===== src/rtl/mult_pkg.sv =====
// Shared types and helpers for the HI/LO multiply controller.
// Holds the controller state encoding, the default timeout, and the
// magnitude / negation helpers used around the unsigned multiplier.
package mult_pkg;

    typedef enum logic [1:0] {
        IDLE      = 2'd0,
        LAUNCH    = 2'd1,
        WAIT      = 2'd2,
        WRITEBACK = 2'd3
    } state_t;

    // Default number of WAIT cycles before an operation is abandoned.
    localparam int TIMEOUT_CYCLES_DEF = 40;

    // Unsigned magnitude of a two's-complement word; 0x80000000 maps to itself.
    function automatic logic [31:0] abs32(input logic [31:0] v);
        return v[31] ? (~v + 32'd1) : v;
    endfunction

    // Two's-complement negation of a 64-bit product.
    function automatic logic [63:0] neg64(input logic [63:0] v);
        return ~v + 64'd1;
    endfunction

endpackage


===== src/rtl/hilo_mult_ctrl_if.sv =====
// Bus between the HI/LO controller and the sequential shift-add multiplier.
//
// Handshake: the controller raises mul_start for exactly one cycle with
// mul_a/mul_b already stable; the operands stay stable until the controller
// returns to idle. The multiplier answers by raising mul_done for at least one
// cycle with mul_hi/mul_lo valid in every cycle mul_done is high. The
// controller captures the product on the first clock edge that samples
// mul_done high and ignores mul_done at any other time.
interface hilo_mult_ctrl_if;

    logic        mul_start;
    logic [31:0] mul_a;
    logic [31:0] mul_b;
    logic        mul_done;
    logic [31:0] mul_hi;
    logic [31:0] mul_lo;

    // Controller side.
    modport master (
        output mul_start,
        output mul_a,
        output mul_b,
        input  mul_done,
        input  mul_hi,
        input  mul_lo
    );

    // Multiplier side.
    modport slave (
        input  mul_start,
        input  mul_a,
        input  mul_b,
        output mul_done,
        output mul_hi,
        output mul_lo
    );

endinterface


===== src/rtl/hilo_regs.sv =====
// Architectural HI/LO registers.
// Accepts MTHI/MTLO writes only while the controller is idle, reports writes
// that arrive while an operation is in flight so they can be flagged, and
// takes the sign-corrected product during writeback.
// Optional macro HILO_BYPASS_EN: when defined, hi_out/lo_out present the
// writeback value combinationally during the writeback cycle.
module hilo_regs (
    input  logic        clock,
    input  logic        reset,
    input  logic        idle,
    input  logic        mthi_we,
    input  logic        mtlo_we,
    input  logic [31:0] wdata,
    input  logic        wb_en,
    input  logic [63:0] wb_val,
    output logic [31:0] hi_out,
    output logic [31:0] lo_out,
    output logic        mt_drop
);

    logic [31:0] hi_q, hi_d;
    logic [31:0] lo_q, lo_d;

    // Next HI/LO: writeback has priority; MTHI/MTLO are honoured only when idle.
    always_comb begin
        hi_d = hi_q;
        lo_d = lo_q;
        if (wb_en) begin
            hi_d = wb_val[63:32];
            lo_d = wb_val[31:0];
        end else if (idle) begin
            if (mthi_we) hi_d = wdata;
            if (mtlo_we) lo_d = wdata;
        end
    end

    // A move-to while an operation is in flight is discarded and reported.
    always_comb begin
        mt_drop = ~idle & (mthi_we | mtlo_we);
    end

    // HI/LO storage.
    always_ff @(posedge clock or negedge reset) begin
        if (!reset) begin
            hi_q <= '0;
            lo_q <= '0;
        end else begin
            hi_q <= hi_d;
            lo_q <= lo_d;
        end
    end

`ifdef HILO_BYPASS_EN
    // Forward the product during writeback so MFHI/MFLO in that cycle see it.
    always_comb begin
        hi_out = wb_en ? wb_val[63:32] : hi_q;
        lo_out = wb_en ? wb_val[31:0]  : lo_q;
    end
`else
    // Plain register outputs; the new value appears after the writeback edge.
    always_comb begin
        hi_out = hi_q;
        lo_out = lo_q;
    end
`endif

endmodule


===== src/rtl/hilo_mult_ctrl.sv =====
// MULT/MULTU sequencing around an unsigned-only shift-add multiplier, plus the
// architectural HI/LO registers (MFHI/MFLO/MTHI/MTLO).
// Signed operands are launched as magnitudes and the 64-bit product is negated
// on writeback when the operand signs differ.
// Optional macro HILO_BYPASS_EN: forwards the writeback value onto
// hi_out/lo_out during the writeback cycle (see hilo_regs).
module hilo_mult_ctrl
    import mult_pkg::*;
#(
    parameter int TIMEOUT_CYCLES = TIMEOUT_CYCLES_DEF,
    parameter int CNT_W          = 6
) (
    input  logic             clock,
    input  logic             reset,
    input  logic             op_valid,
    input  logic             op_signed,
    input  logic [31:0]      op_a,
    input  logic [31:0]      op_b,
    output logic             busy,
    output logic             op_done,
    output logic             op_err,
    input  logic             mthi_we,
    input  logic             mtlo_we,
    input  logic [31:0]      wdata,
    output logic [31:0]      hi_out,
    output logic [31:0]      lo_out,
    hilo_mult_ctrl_if.master mul_if,
    output state_t           dbg_state
);

    state_t             state_q, state_d;
    logic               busy_q, busy_d;
    logic               op_done_q, op_done_d;
    logic               op_err_q, op_err_d;
    logic               mul_start_q, mul_start_d;
    logic [31:0]        mul_a_q, mul_a_d;
    logic [31:0]        mul_b_q, mul_b_d;
    logic               neg_q, neg_d;
    logic [CNT_W-1:0]   cnt_q, cnt_d;
    logic [63:0]        prod_q, prod_d;

    logic               mt_drop;
    logic               wb_en;
    logic [63:0]        wb_val;

    // Sign-corrected product presented to HI/LO during writeback.
    always_comb begin
        wb_en  = (state_q == WRITEBACK);
        wb_val = neg_q ? neg64(prod_q) : prod_q;
    end

    // Next-state and registered-output logic of the controller FSM.
    always_comb begin
        state_d     = state_q;
        op_done_d   = 1'b0;
        op_err_d    = mt_drop;
        mul_start_d = 1'b0;
        mul_a_d     = mul_a_q;
        mul_b_d     = mul_b_q;
        neg_d       = neg_q;
        cnt_d       = cnt_q;
        prod_d      = prod_q;

        case (state_q)
            IDLE: begin
                if (op_valid) begin
                    state_d     = LAUNCH;
                    mul_start_d = 1'b1;
                    mul_a_d     = op_signed ? abs32(op_a) : op_a;
                    mul_b_d     = op_signed ? abs32(op_b) : op_b;
                    neg_d       = op_signed & (op_a[31] ^ op_b[31]);
                end
            end
            LAUNCH: begin
                state_d = WAIT;
                cnt_d   = '0;
            end
            WAIT: begin
                cnt_d = cnt_q + CNT_W'(1);
                // A result arriving in the timeout cycle still wins.
                if (mul_if.mul_done) begin
                    state_d   = WRITEBACK;
                    prod_d    = {mul_if.mul_hi, mul_if.mul_lo};
                    op_done_d = 1'b1;
                end else if (cnt_q == CNT_W'(TIMEOUT_CYCLES - 1)) begin
                    state_d  = IDLE;
                    op_err_d = 1'b1;
                end
            end
            WRITEBACK: begin
                state_d = IDLE;
            end
            default: begin
                state_d = IDLE;
            end
        endcase

        busy_d = (state_d != IDLE);
    end

    // Controller state and registered outputs.
    always_ff @(posedge clock or negedge reset) begin
        if (!reset) begin
            state_q     <= IDLE;
            busy_q      <= 1'b0;
            op_done_q   <= 1'b0;
            op_err_q    <= 1'b0;
            mul_start_q <= 1'b0;
            mul_a_q     <= '0;
            mul_b_q     <= '0;
            neg_q       <= 1'b0;
            cnt_q       <= '0;
            prod_q      <= '0;
        end else begin
            state_q     <= state_d;
            busy_q      <= busy_d;
            op_done_q   <= op_done_d;
            op_err_q    <= op_err_d;
            mul_start_q <= mul_start_d;
            mul_a_q     <= mul_a_d;
            mul_b_q     <= mul_b_d;
            neg_q       <= neg_d;
            cnt_q       <= cnt_d;
            prod_q      <= prod_d;
        end
    end

    hilo_regs u_hilo_regs (
        .clock   (clock),
        .reset   (reset),
        .idle    (state_q == IDLE),
        .mthi_we (mthi_we),
        .mtlo_we (mtlo_we),
        .wdata   (wdata),
        .wb_en   (wb_en),
        .wb_val  (wb_val),
        .hi_out  (hi_out),
        .lo_out  (lo_out),
        .mt_drop (mt_drop)
    );

    // Output drive.
    always_comb begin
        busy             = busy_q;
        op_done          = op_done_q;
        op_err           = op_err_q;
        mul_if.mul_start = mul_start_q;
        mul_if.mul_a     = mul_a_q;
        mul_if.mul_b     = mul_b_q;
        dbg_state        = state_q;
    end

endmodule


===== src/flat_wrapper.sv =====
// flat-port wrapper written by rule: the top's interface ports become plain ports
module hilo_mult_ctrl_flat import mult_pkg::*;
#(
    parameter int TIMEOUT_CYCLES = TIMEOUT_CYCLES_DEF,
    parameter int CNT_W          = 6
)
  (clock, reset, op_valid, op_signed, op_a, op_b, busy, op_done, op_err, mthi_we, mtlo_we, wdata, hi_out, lo_out, dbg_state, mul_if_mul_start, mul_if_mul_a, mul_if_mul_b, mul_if_mul_done, mul_if_mul_hi, mul_if_mul_lo);
  hilo_mult_ctrl_if mul_if_i ();
  input  logic clock;
  input  logic reset;
  input  logic op_valid;
  input  logic op_signed;
  input  logic [31:0] op_a;
  input  logic [31:0] op_b;
  output logic busy;
  output logic op_done;
  output logic op_err;
  input  logic mthi_we;
  input  logic mtlo_we;
  input  logic [31:0] wdata;
  output logic [31:0] hi_out;
  output logic [31:0] lo_out;
  output state_t dbg_state;
  output wire logic [$bits(mul_if_i.mul_start)-1:0] mul_if_mul_start;
  output wire logic [$bits(mul_if_i.mul_a)-1:0] mul_if_mul_a;
  output wire logic [$bits(mul_if_i.mul_b)-1:0] mul_if_mul_b;
  input wire logic [$bits(mul_if_i.mul_done)-1:0] mul_if_mul_done;
  input wire logic [$bits(mul_if_i.mul_hi)-1:0] mul_if_mul_hi;
  input wire logic [$bits(mul_if_i.mul_lo)-1:0] mul_if_mul_lo;
  assign mul_if_mul_start = mul_if_i.mul_start;
  assign mul_if_mul_a = mul_if_i.mul_a;
  assign mul_if_mul_b = mul_if_i.mul_b;
  assign mul_if_i.mul_done = mul_if_mul_done;
  assign mul_if_i.mul_hi = mul_if_mul_hi;
  assign mul_if_i.mul_lo = mul_if_mul_lo;
  hilo_mult_ctrl #(.TIMEOUT_CYCLES(TIMEOUT_CYCLES), .CNT_W(CNT_W)) u_core (.clock(clock), .reset(reset), .op_valid(op_valid), .op_signed(op_signed), .op_a(op_a), .op_b(op_b), .busy(busy), .op_done(op_done), .op_err(op_err), .mthi_we(mthi_we), .mtlo_we(mtlo_we), .wdata(wdata), .hi_out(hi_out), .lo_out(lo_out), .mul_if(mul_if_i), .dbg_state(dbg_state));
endmodule

===== config.mk =====
export PLATFORM = sky130hd
export DESIGN_NAME = hilo_mult_ctrl_flat
export DESIGN_NICKNAME = d
export VERILOG_FILES = /design/src/rtl/mult_pkg.sv /design/src/rtl/hilo_mult_ctrl_if.sv /design/src/rtl/hilo_regs.sv /design/src/rtl/hilo_mult_ctrl.sv /design/src/flat_wrapper.sv
export SDC_FILE = /design/constraint.sdc
export NUM_CORES = 1
export LEC_CHECK = 0
export ABC_AREA = 0
export CORE_UTILIZATION = 63
export CTS_CLUSTER_DIAMETER = 100
export DETAILED_ROUTE_END_ITERATION = 7
export DONT_BUFFER_PORTS = 1
export GPL_ROUTABILITY_DRIVEN = 0
export PLACE_DENSITY = 0.79
export SKIP_CTS_REPAIR_TIMING = 1
export SLEW_MARGIN = 20
export SYNTH_ARGS = -nofsm -noshare
export SYNTH_HDL_FRONTEND = slang
export SYNTH_SLANG_ARGS = --single-unit

===== constraint.sdc =====
create_clock -name clock -period 3.9 [get_ports clock]
set_clock_uncertainty 0.05 [all_clocks]
set_input_delay 0.78 -clock clock [delete_from_list [all_inputs] [get_ports clock]]
set_output_delay 0.78 -clock clock [all_outputs]
set_load 0.01 [all_outputs]

### Word-level counts from Yosys, hierarchy flattened

Index checks and enable logic that the tools add are counted.

* mux-type cells: 23
* $add $sub $neg: 4
* bitwise logic cells: 8
* reduce and logical (&&, ||, !) cells: 10
* equal/unequal tests: 4

Operator list (number)
* 32-bit 2-to-1 mux: 10
* 32-bit by 1-bit adder with 32-bit output, second input constant: 2
* 64-bit by 1-bit adder with 64-bit output, second input constant: 1
* 64-bit 2-to-1 mux: 1
* 32-bit inverter: 2
* 64-bit inverter: 1
* 6-bit one-hot mux with 2 select lines: 1
* 2-bit nonzero test: 5
* 2-bit one-hot mux with 4 select lines: 1
* 2-bit AND reduction: 4
* 1-bit 2-to-1 mux: 7
* 6-bit by 1-bit adder with 6-bit output, second input constant: 1
* 6-bit == test, second input constant: 1
* 2-bit 2-to-1 mux: 3
* 2-bit == test, second input constant: 2
* 1-bit bitwise AND: 2
* 2-bit by 1-bit == test with 1-bit output, second input constant: 1
* 2-bit zero test: 1
* 1-bit inverter: 1
* 1-bit OR: 1
* 1-bit XOR: 1

* logic and storage cells: 61
* bits in registers: 205
* output and inout port bits: 134
* input bits: 167

### Logic depth before layout (Yosys ltp)

* depth after elaboration: 6
* gate-level depth with buffers: 9
* gate-level depth less buffers: 8

### By module

Synthesis repeated with hierarchy kept, for this count alone.

* cell total of the unflattened synthesis: 1197
* area total of the unflattened synthesis: 12060.3 µm²

Modules (own cells, without submodules)
* hilo_mult_ctrl: instances 1, cells an instance 831, area an instance 8107.8 µm², seq. area each 3528.4 µm²
* hilo_regs: instances 1, cells an instance 366, area an instance 3952.5 µm², seq. area each 1601.5 µm²

### Worst setup path before layout

No wires, ideal clock.

* path type: input-to-reg
* from: input op_b[0]
* to: register u_core.mul_b_q[28] (netlist: u_core.mul_if.mul_b[28])
* setup time: 0.135 ns
* buffers on the path: 0
* slack: 0.930 ns
* required time: 3.715 ns
* arrival time: 2.785 ns
* cell stages on the path: 8
* cell sequence: inv_1 ha_1 or4b_2 nor4_1 nand3_1 o31ai_1 xor2_1 o21ai_0

* word-level cells in the longest chain between the ends: 4

RTL lines
* start, declared: line flat_wrapper.sv:14 `input logic [31:0] op_b;`
* 32-bit inverter: line mult_pkg.sv:18 `return v[31] ? (~v + 32'd1) : v;`
* 32-bit by 1-bit adder with 32-bit output: line mult_pkg.sv:18
* 32-bit 2-to-1 mux: line mult_pkg.sv:18
* 32-bit 2-to-1 mux: line hilo_mult_ctrl.sv:70 `mul_b_d = op_signed ? abs32(op_b) : op_b;`
* end signal, assigned: line hilo_mult_ctrl.sv:121 `mul_b_q <= mul_b_d;`
* end, declared: line hilo_mult_ctrl.sv:37 `logic [31:0] mul_b_q, mul_b_d;`

Every way passes these cells.
A chain may end at the register's enable or synchronous reset.

### Final worst setup path

* from: register u_core.prod_q[0]
* to: register u_core.u_hilo_regs.hi_q[16] (netlist: u_core.u_hilo_regs.hi_out[16])

* word-level cells in the longest chain between the ends: 4

RTL lines
* start, declared: line hilo_mult_ctrl.sv:40 `logic [63:0] prod_q, prod_d;`
* start signal, assigned: line hilo_mult_ctrl.sv:124 `prod_q <= prod_d;`
* 64-bit inverter: line mult_pkg.sv:23 `return ~v + 64'd1;`
* 64-bit by 1-bit adder with 64-bit output: line mult_pkg.sv:23
* 64-bit 2-to-1 mux: line hilo_mult_ctrl.sv:49 `wb_val = neg_q ? neg64(prod_q) : prod_q;`
* 32-bit 2-to-1 mux: line hilo_regs.sv:28 `if (wb_en) begin`
* end signal, assigned: line hilo_regs.sv:48 `hi_q <= hi_d;`
* end, declared: line hilo_regs.sv:21 `logic [31:0] hi_q, hi_d;`

Every way passes these cells.

==> flow_summary.yaml <==
synthesis:
  synth_cell_types: 50
  ys_async_sr_fraction_pct: 100
  synth-xor-area-share_pct: 9.63
  synth_nets: 1284
  synth-simple-area-share_pct: 14.4
  synth-compound-area-share_pct: 17.7
  synth_top_family_by_area: "compound AO/OA/AOI/OAI gates"
  ys_seq_area_share_pct: 47.4
  netlist_area_sq_um: 10800
  yosysWarnings: 0
  synth.avg_cell_area_sq_um: 9.76
  synth_seq_cells: 205
  synthAdderAreaFrac_pct: 0.925
  synth_edf_count: 0
  synthCells: 1109
  synth_flop_cell: "dfrtp_1"
  synthMuxAreaShare_pct: 7.18
cts:
  cts_tree: "yes"
  clockBufferDepth: 3
  clkSlewWorstSetupHoldPaths_ns: 0.06
  cts_made_buffers: 22
  htreeDepth: 1
  clkSinkCount: 205
  root_buffer: "clkbuf_16"
  worstSkewPairLatency_ns: 0.51
status:
  status: "complete, but fails checks"
  violations: "hold timing"
placement:
  placed_area_sq_um: 11000
  hpwl_um: 22000
  placement.io_buffers: 0
  placedCellCount: 1279
sta:
  maxSlewViolCount: 0
  hold_violations: 205
  finalCritPeriodShare_pct: 81.9
  period_minus_slack_ns: 3.20
  rsz0062_at_grt: "no"
  slew_headroom_pct: 31.3
  fin_tns_setup_ns: 0
  whs_ns: -0.0779
  clock.fmax_ghz: 0.313
  finalSetupViolCount: 0
  worst_pin_slew_ns: 1.03
grt:
  grt_max_degree: 206
  grt_pass1_wl_um: 45500
  grt_antenna_before_repair: 10
  grt_overflow: 0
  grt_pass1_vias: 8254
  grt_use_total_pct: 33.3
worst_setup_path:
  crit_path_cell_trace: "inv_1 > ha_1 > nor4b_1 > nand4_1 > buf_4 > or3_1 > o41ai_1 > xor2_1 > o221ai_1"
  endpoint_kind: "register"
  r2r_start: "u_core.prod_q[0]"
  cp_max_fo: 11
  r2r_slack_ns: 0.70
  critPathRequiredTime_ns: 4.19
  cpMaxStageDelayCell: "or3_1"
  r2r_cells: 9
  critical_path_class: "reg -> reg"
  startpoint_type: "register"
  slowest_delay_ns: 0.58
  r2r-end: "u_core.u_hilo_regs.hi_out[16]"
  crit_family: "simple AND/OR/NAND/NOR gates"
  critPathArrivalTime_ns: 3.49
  path_buf_inv: 2
pwr:
  p_leak_nw: 4.85
  power_density_nw_per_um2: 859
  vdd_drop_max_uv: 485
finish:
  drive_gt1_share_pct: 11.9
  design_area_sq_um: 11700
  final_cells: 1322
  postLayoutCoreUtil_pct: 70.1
  nNetsFinal: 1258
  syn2layout_area_growth_pct: 8.12
route:
  dr.first_iter.drc_count: 590
  drt_pass1_iterations: 8
  vias: 8552
  via_per_inst: 6.47
  wl_per_cell_um: 22.5
  drt_wl_total_um: 29800
  drtAntennaViolNets: 0
  drc: 0
floorplanning:
  core_area_sq_um: 16700
  num_rows: 47
  ioPinCount: 301
  start_util_pct: 64.8
  die_h_um: 133
  die_area_sq_um: 17700
  fp.dieW_um: 133
run:
  cap_violations: 0
worst_hold_path:
  worstHoldPathType: "in -> async"
==> power by group <==
group / internal [W] / total (W) / switching [W]
Combinational: 0.00144 / 0.00340 / 0.00196
Clock: 0.00119 / 0.00202 / 0.000832
Sequential: 0.00318 / 0.00463 / 0.00146
==> per-layer routing <==
| layer | vias up | wire, um | global-route usage [%] |
|---|---|---|---|
| met5 | - | 86 | 0 |
| met4 | 12 | 1060 | 13.3 |
| met2 | 405 | 14400 | 55.4 |
| met1 | 4113 | 10900 | 38.9 |
| met3 | 79 | 3320 | 12.6 |
| li1 | 3943 | - | - |
==> cells by family (layout without fill, tap and decap cells) <==
logic type,count (synthesis),in the layout
other cells,0,4
simple gates,314,314
mux,70,70
buf+inv,82,71
compound gates,311,311
xor+xnor,119,119
flops,205,205
fa+ha+maj,8,8
==> layout make-up <==
type,instances,area [sq um]
multi-input combinational,822,5420
sequential,205,5130
fill,1293,4990
clock buffer,34,677
tap,220,275
timing repair buffer,12,90.1
inverter,20,75.1
clock inverter,5,25.0
antenna,4,10.0
==> cells in the mapped netlist (12+ instances only) <==
| library cell | number | share of area [%] |
|---|---|---|
| a211oi_1 | 12 | 0.83 |
| mux2_2 | 61 | 6.3 |
| inv_1 | 20 | 0.69 |
| xor2_1 | 91 | 7.4 |
| nor3b_1 | 13 | 0.90 |
| dfrtp_1 | 205 | 47 |
| a21oi_1 | 67 | 3.1 |
| o21ai_0 | 126 | 5.8 |
| nor4_1 | 14 | 0.81 |
| clkbuf_1 | 59 | 2.0 |
| nor3_1 | 13 | 0.60 |
| xnor2_1 | 28 | 2.3 |
| or3_1 | 19 | 1.1 |
| a21o_1 | 20 | 1.4 |
| o41ai_1 | 25 | 2.0 |
| nand2_1 | 116 | 4.0 |
| or4_1 | 18 | 1.2 |
| o31ai_1 | 31 | 2.1 |
| nor2_1 | 69 | 2.4 |
==> how the worst max path moves through the flow <==
stage	start	endpoint	slack, ns	depth (start not counted)
after floorplan	op_b[0]	u_core.mul_if.mul_b[28]	0.93	8
after global placement	op_b[0]	u_core.mul_if.mul_b[28]	0.59	8
after detailed placement	op_b[0]	u_core.mul_if.mul_b[28]	0.51	8
after CTS	u_core.prod_q[0]	u_core.u_hilo_regs.hi_out[16]	0.74	9
after global routing	u_core.prod_q[0]	u_core.u_hilo_regs.hi_out[16]	0.51	9
final	u_core.prod_q[0]	u_core.u_hilo_regs.hi_out[16]	0.70	9
==> placed cells by master, fill, tap and decap left out, drive strengths merged, types with 5 or more instances in the layout <==
cell / Yosys / layout
a211oi: 12 / 12
a21o: 20 / 20
a21oi: 67 / 67
buf: 3 / 12
clkbuf: 59 / 34
clkinv: 0 / 5
dfrtp: 205 / 205
ha: 8 / 8
inv: 20 / 20
mux2: 61 / 61
mux2i: 9 / 9
nand2: 116 / 116
nand3: 10 / 10
nand4: 6 / 6
nor2: 69 / 69
nor3: 13 / 13
nor3b: 13 / 13
nor4: 14 / 14
o21ai: 129 / 129
o221ai: 7 / 7
o31ai: 31 / 31
o41ai: 28 / 28
or2: 10 / 10
or3: 20 / 20
or4: 21 / 21
xnor2: 28 / 28
xor2: 91 / 91
==> stage by stage <==
stage               total power [W]  hold WS [ns]  worst slack (ns)
floorplan                   0.00687         0.428             0.930
global placement            0.00781         0.438             0.593
detailed placement          0.00796         0.438             0.507
CTS                          0.0100       -0.0954             0.739
global route                 0.0106       -0.0945             0.514
finish                       0.0101       -0.0779             0.704
==> state kept, by name, summed over array words and instances, names as in the netlist <==
| signal | count |
|---|---|
| u_core.u_hilo_regs.hi_out | 32 |
| u_core.cnt_q | 6 |
| u_core.op_done | 1 |
| u_core.op_err | 1 |
| u_core.dbg_state | 2 |
| u_core.u_hilo_regs.lo_out | 32 |
| u_core.mul_if.mul_b | 32 |
| u_core.mul_if.mul_a | 32 |
| u_core.neg_q | 1 |
| u_core.busy | 1 |
| u_core.mul_if.mul_start | 1 |
| u_core.prod_q | 64 |
==> worst register-to-register path, cell delays in order, from the launching register on <==
cell and delay (ns):
dfrtp_1 0.43, inv_1 0.10, ha_1 0.21, nor4b_1 0.45
nand4_1 0.15, buf_4 0.20, or3_1 0.58, o41ai_1 0.53
xor2_1 0.20, o221ai_1 0.14
Note: power is estimated with default switching activity, not from simulation.
